===== config.mk =====
export PLATFORM = sky130hd
export DESIGN_NAME = clint
export DESIGN_NICKNAME = d
export VERILOG_FILES = /design/src/rtl/clint_pkg.sv /design/src/rtl/clint.sv
export SDC_FILE = /design/constraint.sdc
export NUM_CORES = 1
export LEC_CHECK = 0
export BUFFER_PORTS_ARGS = -buffer_cell sky130_fd_sc_hd__clkbuf_2
export CORE_MARGIN = 5
export CORE_UTILIZATION = 45
export CTS_BUF_LIST = sky130_fd_sc_hd__clkbuf_8
export CTS_CLUSTER_SIZE = 20
export DETAILED_ROUTE_END_ITERATION = 10
export MAX_ROUTING_LAYER = met4
export PLACE_DENSITY_LB_ADDON = 0.15
export SLEW_MARGIN = 30
export SYNTH_ARGS = -nofsm -noshare
export SYNTH_HDL_FRONTEND = slang
export SYNTH_SLANG_ARGS = --single-unit

===== constraint.sdc =====
create_clock -name clk_i -period 2.79 [get_ports clk_i]
set_input_delay 0.558 -clock clk_i [delete_from_list [all_inputs] [get_ports clk_i]]
set_output_delay 0.558 -clock clk_i [all_outputs]
set_load 0.1 [all_outputs]

===== src/rtl/clint_pkg.sv =====
// Shared constants for the core-local interrupt controller: CSR addresses,
// trap instruction encodings, cause codes, FSM state encoding and mstatus helpers.
package clint_pkg;

  localparam logic [11:0] CSR_MSTATUS = 12'h300;
  localparam logic [11:0] CSR_MEPC    = 12'h341;
  localparam logic [11:0] CSR_MCAUSE  = 12'h342;

  localparam logic [31:0] INST_ECALL  = 32'h0000_0073;
  localparam logic [31:0] INST_EBREAK = 32'h0010_0073;
  localparam logic [31:0] INST_MRET   = 32'h3020_0073;

  localparam logic [31:0] CAUSE_ECALL   = 32'd11;
  localparam logic [31:0] CAUSE_EBREAK  = 32'd3;
  localparam logic [31:0] CAUSE_EXT_IRQ = 32'h8000_000B;

  localparam int MIE_BIT  = 3;
  localparam int MPIE_BIT = 7;

  typedef enum logic [2:0] {
    S_IDLE      = 3'd0,
    S_W_MEPC    = 3'd1,
    S_W_MSTATUS = 3'd2,
    S_W_MCAUSE  = 3'd3,
    S_MRET_W    = 3'd4,
    S_ASSERT    = 3'd5
  } clint_state_e;

  // Trap entry: MPIE takes the old MIE, MIE is cleared.
  function automatic logic [31:0] mstatus_on_trap(input logic [31:0] ms);
    logic [31:0] r;
    r           = ms;
    r[MPIE_BIT] = ms[MIE_BIT];
    r[MIE_BIT]  = 1'b0;
    return r;
  endfunction

  // Trap return: MIE restored from MPIE, MPIE set.
  function automatic logic [31:0] mstatus_on_mret(input logic [31:0] ms);
    logic [31:0] r;
    r           = ms;
    r[MIE_BIT]  = ms[MPIE_BIT];
    r[MPIE_BIT] = 1'b1;
    return r;
  endfunction

endpackage


===== src/rtl/clint.sv =====
// Core-local interrupt controller: sequences the mepc/mstatus/mcause CSR writes
// for traps and interrupts, the mstatus restore for mret, then one PC redirect.
//
// state       | meaning
// S_IDLE      | waiting for ecall/ebreak, mret or an enabled interrupt
// S_W_MEPC    | writing the exception PC to mepc
// S_W_MSTATUS | writing mstatus with MPIE<=MIE, MIE<=0
// S_W_MCAUSE  | writing mcause, sampling mtvec as the redirect target
// S_MRET_W    | writing mstatus with MIE<=MPIE, MPIE<=1, sampling mepc
// S_ASSERT    | one-cycle redirect of the PC to the sampled target
module clint
  import clint_pkg::*;
(
  input  logic        clk_i,
  input  logic        rst_i,
  input  logic        irq_i,
  input  logic [31:0] inst_i,
  input  logic [31:0] inst_addr_i,
  input  logic        jump_enable_i,
  input  logic [31:0] jump_addr_i,
  input  logic        stallreq_i,
  input  logic [31:0] csr_mtvec_i,
  input  logic [31:0] csr_mepc_i,
  input  logic [31:0] csr_mstatus_i,
  output logic        csr_we_o,
  output logic [11:0] csr_waddr_o,
  output logic [31:0] csr_wdata_o,
  output logic        hold_o,
  output logic        int_assert_o,
  output logic [31:0] int_addr_o
);

  clint_state_e state_q;
  logic [31:0]  epc_q;
  logic [31:0]  cause_q;
  logic [31:0]  target_q;
  logic [31:0]  mstatus_q;

  logic is_ecall;
  logic is_ebreak;
  logic is_sync;
  logic is_mret;
  logic is_irq;
  logic entry_ok;
  logic take_entry;

  always_comb begin
    is_ecall   = (inst_i == INST_ECALL);
    is_ebreak  = (inst_i == INST_EBREAK);
    is_sync    = is_ecall || is_ebreak;
    is_mret    = (inst_i == INST_MRET);
    is_irq     = irq_i && csr_mstatus_i[MIE_BIT];
    entry_ok   = (state_q == S_IDLE) && !stallreq_i;
    // Reset wins over a pending entry so hold stays low while rst_i is held.
    take_entry = entry_ok && !rst_i && (is_sync || is_mret || is_irq);
  end

  always_ff @(posedge clk_i) begin
    if (rst_i) begin
      state_q   <= S_IDLE;
      epc_q     <= '0;
      cause_q   <= '0;
      target_q  <= '0;
      mstatus_q <= '0;
    end else begin
      unique case (state_q)
        S_IDLE: begin
          if (entry_ok) begin
            if (is_sync) begin
              epc_q     <= inst_addr_i;
              cause_q   <= is_ecall ? CAUSE_ECALL : CAUSE_EBREAK;
              mstatus_q <= csr_mstatus_i;
              state_q   <= S_W_MEPC;
            end else if (is_mret) begin
              mstatus_q <= csr_mstatus_i;
              state_q   <= S_MRET_W;
            end else if (is_irq) begin
              epc_q     <= jump_enable_i ? jump_addr_i : inst_addr_i;
              cause_q   <= CAUSE_EXT_IRQ;
              mstatus_q <= csr_mstatus_i;
              state_q   <= S_W_MEPC;
            end
          end
        end
        S_W_MEPC:    state_q <= S_W_MSTATUS;
        S_W_MSTATUS: state_q <= S_W_MCAUSE;
        S_W_MCAUSE: begin
          target_q <= csr_mtvec_i;
          state_q  <= S_ASSERT;
        end
        S_MRET_W: begin
          target_q <= csr_mepc_i;
          state_q  <= S_ASSERT;
        end
        S_ASSERT:    state_q <= S_IDLE;
        default:     state_q <= S_IDLE;
      endcase
    end
  end

  always_comb begin
    csr_we_o     = 1'b0;
    csr_waddr_o  = '0;
    csr_wdata_o  = '0;
    int_assert_o = 1'b0;
    int_addr_o   = '0;
    unique case (state_q)
      S_W_MEPC: begin
        csr_we_o    = 1'b1;
        csr_waddr_o = CSR_MEPC;
        csr_wdata_o = epc_q;
      end
      S_W_MSTATUS: begin
        csr_we_o    = 1'b1;
        csr_waddr_o = CSR_MSTATUS;
        csr_wdata_o = mstatus_on_trap(mstatus_q);
      end
      S_W_MCAUSE: begin
        csr_we_o    = 1'b1;
        csr_waddr_o = CSR_MCAUSE;
        csr_wdata_o = cause_q;
      end
      S_MRET_W: begin
        csr_we_o    = 1'b1;
        csr_waddr_o = CSR_MSTATUS;
        csr_wdata_o = mstatus_on_mret(mstatus_q);
      end
      S_ASSERT: begin
        int_assert_o = 1'b1;
        int_addr_o   = target_q;
      end
      default: ;
    endcase
    hold_o = (state_q != S_IDLE) || take_entry;
  end

endmodule


==> impl_metrics.py <==
metrics = {
    "job": {
        "drv_cap": 0,
    },
    "global_routing": {
        "grt_max_degree": 135,
        "grt_pass1_wl_um": 29800,
        "track_usage_pct": 25.7,
        "overflow": 0,
        "antenna_found_initial": 1,
        "grt_pass1_vias": 6151,
    },
    "yosys": {
        "ys_async_sr_fraction_pct": 0,
        "ys.warnings.count": 0,
        "ys_types": 41,
        "synthesis.area_um2": 5670,
        "synth-seq-cells": 102,
        "syn_avg_cell_area_um2": 8.55,
        "synth-edff-count": 0,
        "yosysSeqAreaShare_pct": 36.0,
        "synth_flop_cell": "dfxtp_1",
        "synthCells": 663,
    },
    "cts": {
        "ctsHoldBuffers": 0,
        "clock_sinks": 102,
        "post_cts_buffers": 0,
        "clk_latency_ns": 0.38,
        "clock-root-buffer": "clkbuf_8",
        "cts_tree": "yes",
        "clock_path_buffers": 2,
        "clkTransAtPathRegs_ns": 0.10,
        "cts_resized": 0,
        "cts_buffers": 9,
        "cts_htree_levels": 3,
    },
    "route": {
        "route.met3.wl_um": 1510,
        "topRoutingLayerUsed": "met4",
        "drtPass1Iterations": 5,
        "antenna_left": 0,
        "routed-via-count": 5903,
        "drc": 0,
        "met1_length_um": 7360,
        "viasPerCell": 5.47,
        "drt-total-wl_um": 18900,
        "drt_iter0_markers": 333,
        "wl_per_cell_um": 17.5,
        "wl_met2_um": 9460,
    },
    "timing": {
        "rsz0062_at_grt": "no",
        "fin_setup_tns_ns": 0,
        "tightest_slew_ns": 0.585,
        "hold_viol": 0,
        "fin_crit_sh_pct": 94.7,
        "hold_slack_ns": 0.411,
        "finalClockSkew_ns": 0.00553,
        "relSlewSlack_pct": 61.0,
        "setup_ws_ns": 0.149,
        "setup_viol": 0,
        "finalCriticalPeriod_ns": 2.64,
        "fmax_mhz": 379,
        "slew_violations": 0,
    },
    "power_and_ir_drop": {
        "power_density_nw_per_um2": 421,
        "max-vdd-ir-drop_mv": 0.355,
        "finalPower_mw": 3.55,
        "p_leak_nw": 3.46,
    },
    "worst_setup_path": {
        "critPathKind": "input pin to output port",
        "crit_slowest_cell": "nor4_1",
        "cp-end-kind": "output port",
        "cp.required_ns": 2.23,
        "critPathArrivalTime_ns": 2.08,
        "crit_family": "compound AO/OA/AOI/OAI gates",
        "crit_buf_inv": 2,
        "crit_fanout": 3,
        "max_stage_delay_ns": 0.48,
        "worstPathCellList": "clkbuf_2, nor4_1, nand2_1, o41a_1, o31ai_4, buf_12",
        "startpoint_type": "input pin",
    },
    "floorplan": {
        "die_x_um": 122,
        "core_um2": 12500,
        "initial_core_util_pct": 45.5,
        "io_pins": 276,
        "die-height_um": 122,
        "rows": 41,
        "floorplan.die_area_um2": 14900,
    },
    "place": {
        "io_buffer_count": 268,
        "placedInstanceArea_um2": 8180,
        "preCtsSetupSlack_ns": 0.119,
        "dp.final_hpwl_um": 14100,
        "place.gp.congestion": 0.815,
    },
    "layout": {
        "drive_gt1_share_pct": 39.9,
        "finish.instance_area_um2": 8430,
        "syn2layout_area_growth_pct": 48.6,
        "nFillCells": 1002,
        "nNetsFinal": 1099,
    },
    "run_status": {
        "outcome": "complete, no violations",
    },
    "worst_hold_path": {
        "hp-class": "input pin to flip-flop",
    },
}
## sequential cells by signal (all words and copies together) (netlist names)
| signal | cells |
|---|---|
| cause_q | 3 |
| state_q | 3 |
| epc_q | 32 |
| mstatus_q | 32 |
| target_q | 32 |
## tightest hold or removal path, stage by stage
cell and delay [ns]:
clkbuf_2 0.08, nand2_1 0.04, a311oi_1 0.07
## cells in the final DEF, fill, tap and decap left out, types with 3 or more instances in the layout
master / instances
nand2_1: 70
inv_1: 41
nor4_1: 4
nor3_1: 6
a21o_1: 33
o21ai_2: 5
a211oi_1: 4
buf_4: 26
clkbuf_8: 11
a211oi_2: 29
nor2_1: 35
conb_1: 7
and2_1: 32
bufinv_16: 3
o21ai_0: 5
nand2b_1: 66
a22o_1: 18
buf_12: 66
a221oi_1: 33
clkbuf_2: 201
a21oi_1: 5
dfxtp_1: 102
a22oi_1: 5
a22o_2: 9
a311oi_1: 30
mux2i_1: 33
## layer usage
| layer | vias to the layer above | GRT usage [%] |
|---|---|---|
| met1 | 2805 | 28.2 |
| met2 | 243 | 43.8 |
| met3 | 36 | 8.57 |
| met4 | 0 | 9.10 |
| met5 | - | - |
| li1 | 2819 | - |
## power breakdown
group	internal, mW	switching, mW	total (mW)
combinational	0.314	0.519	0.833
sequential	1.52	0.0374	1.56
clock	0.639	0.520	1.16
## final timing paths
check            startpoint     endpoint  slack (ns)  depth (start not counted)
min          csr_mtvec_i[1]  target_q[1]        0.41                          3
max reg2reg      state_q[0]    epc_q[26]        0.84                          8
max              inst_i[15]       hold_o        0.15                          6
min reg2reg      cause_q[1]   cause_q[1]        0.46                          2
## Yosys cell counts (2+ instances only)
library cell | number | share of area, %
a311oi_1 | 30 | 4.6
mux2i_1 | 33 | 5.8
nor4_1 | 4 | 0.44
a211oi_1 | 4 | 0.53
or4_1 | 2 | 0.26
and2_1 | 32 | 3.5
nor2_1 | 36 | 2.4
a22oi_1 | 5 | 0.66
buf_4 | 8 | 1.1
a221oi_1 | 33 | 5.1
a21o_1 | 34 | 4.5
buf_6 | 3 | 0.60
nand2_1 | 71 | 4.7
and4b_1 | 2 | 0.35
nor3_1 | 6 | 0.53
inv_1 | 39 | 2.6
a21oi_1 | 6 | 0.53
nor4_2 | 2 | 0.44
buf_1 | 4 | 0.26
clkbuf_1 | 51 | 3.4
a211oi_2 | 29 | 6.4
nand3_1 | 2 | 0.18
nand4_1 | 2 | 0.22
buf_2 | 5 | 0.44
nand2b_1 | 66 | 7.3
dfxtp_1 | 102 | 36
o21ai_1 | 2 | 0.18
o21ai_0 | 9 | 0.79
xnor2_1 | 3 | 0.46
a22o_1 | 27 | 4.2
## cell families after synthesis
group | after synthesis | share of synthesized area, %
and+or+nand+nor | 231 | 21.2
AOI/OAI and AO/OA | 183 | 28.1
buffers and inverters | 110 | 8.32
DFF | 102 | 36.0
muxes | 33 | 5.83
xor gates and xnor gates | 3 | 0.463
other | 1 | 0.0661
## stage by stage
stage               cells  util (%)
floorplan             669         -
global placement     1063      65.6
detailed placement   1063      65.6
CTS                  1079      67.6
global route         1080      67.6
finish               1080      67.6
## cell type report
type	count	area, um2	area share [%]
inverter	39	146	1.74
antenna	1	2.50	0.0297
clock buffer	11	151	1.80
multi-input combinational	457	3250	38.6
clock inverter	5	97.6	1.16
tap	172	215	2.55
timing repair buffer	293	2520	29.9
sequential	102	2040	24.2
Power figures use the tool's default switching activity.
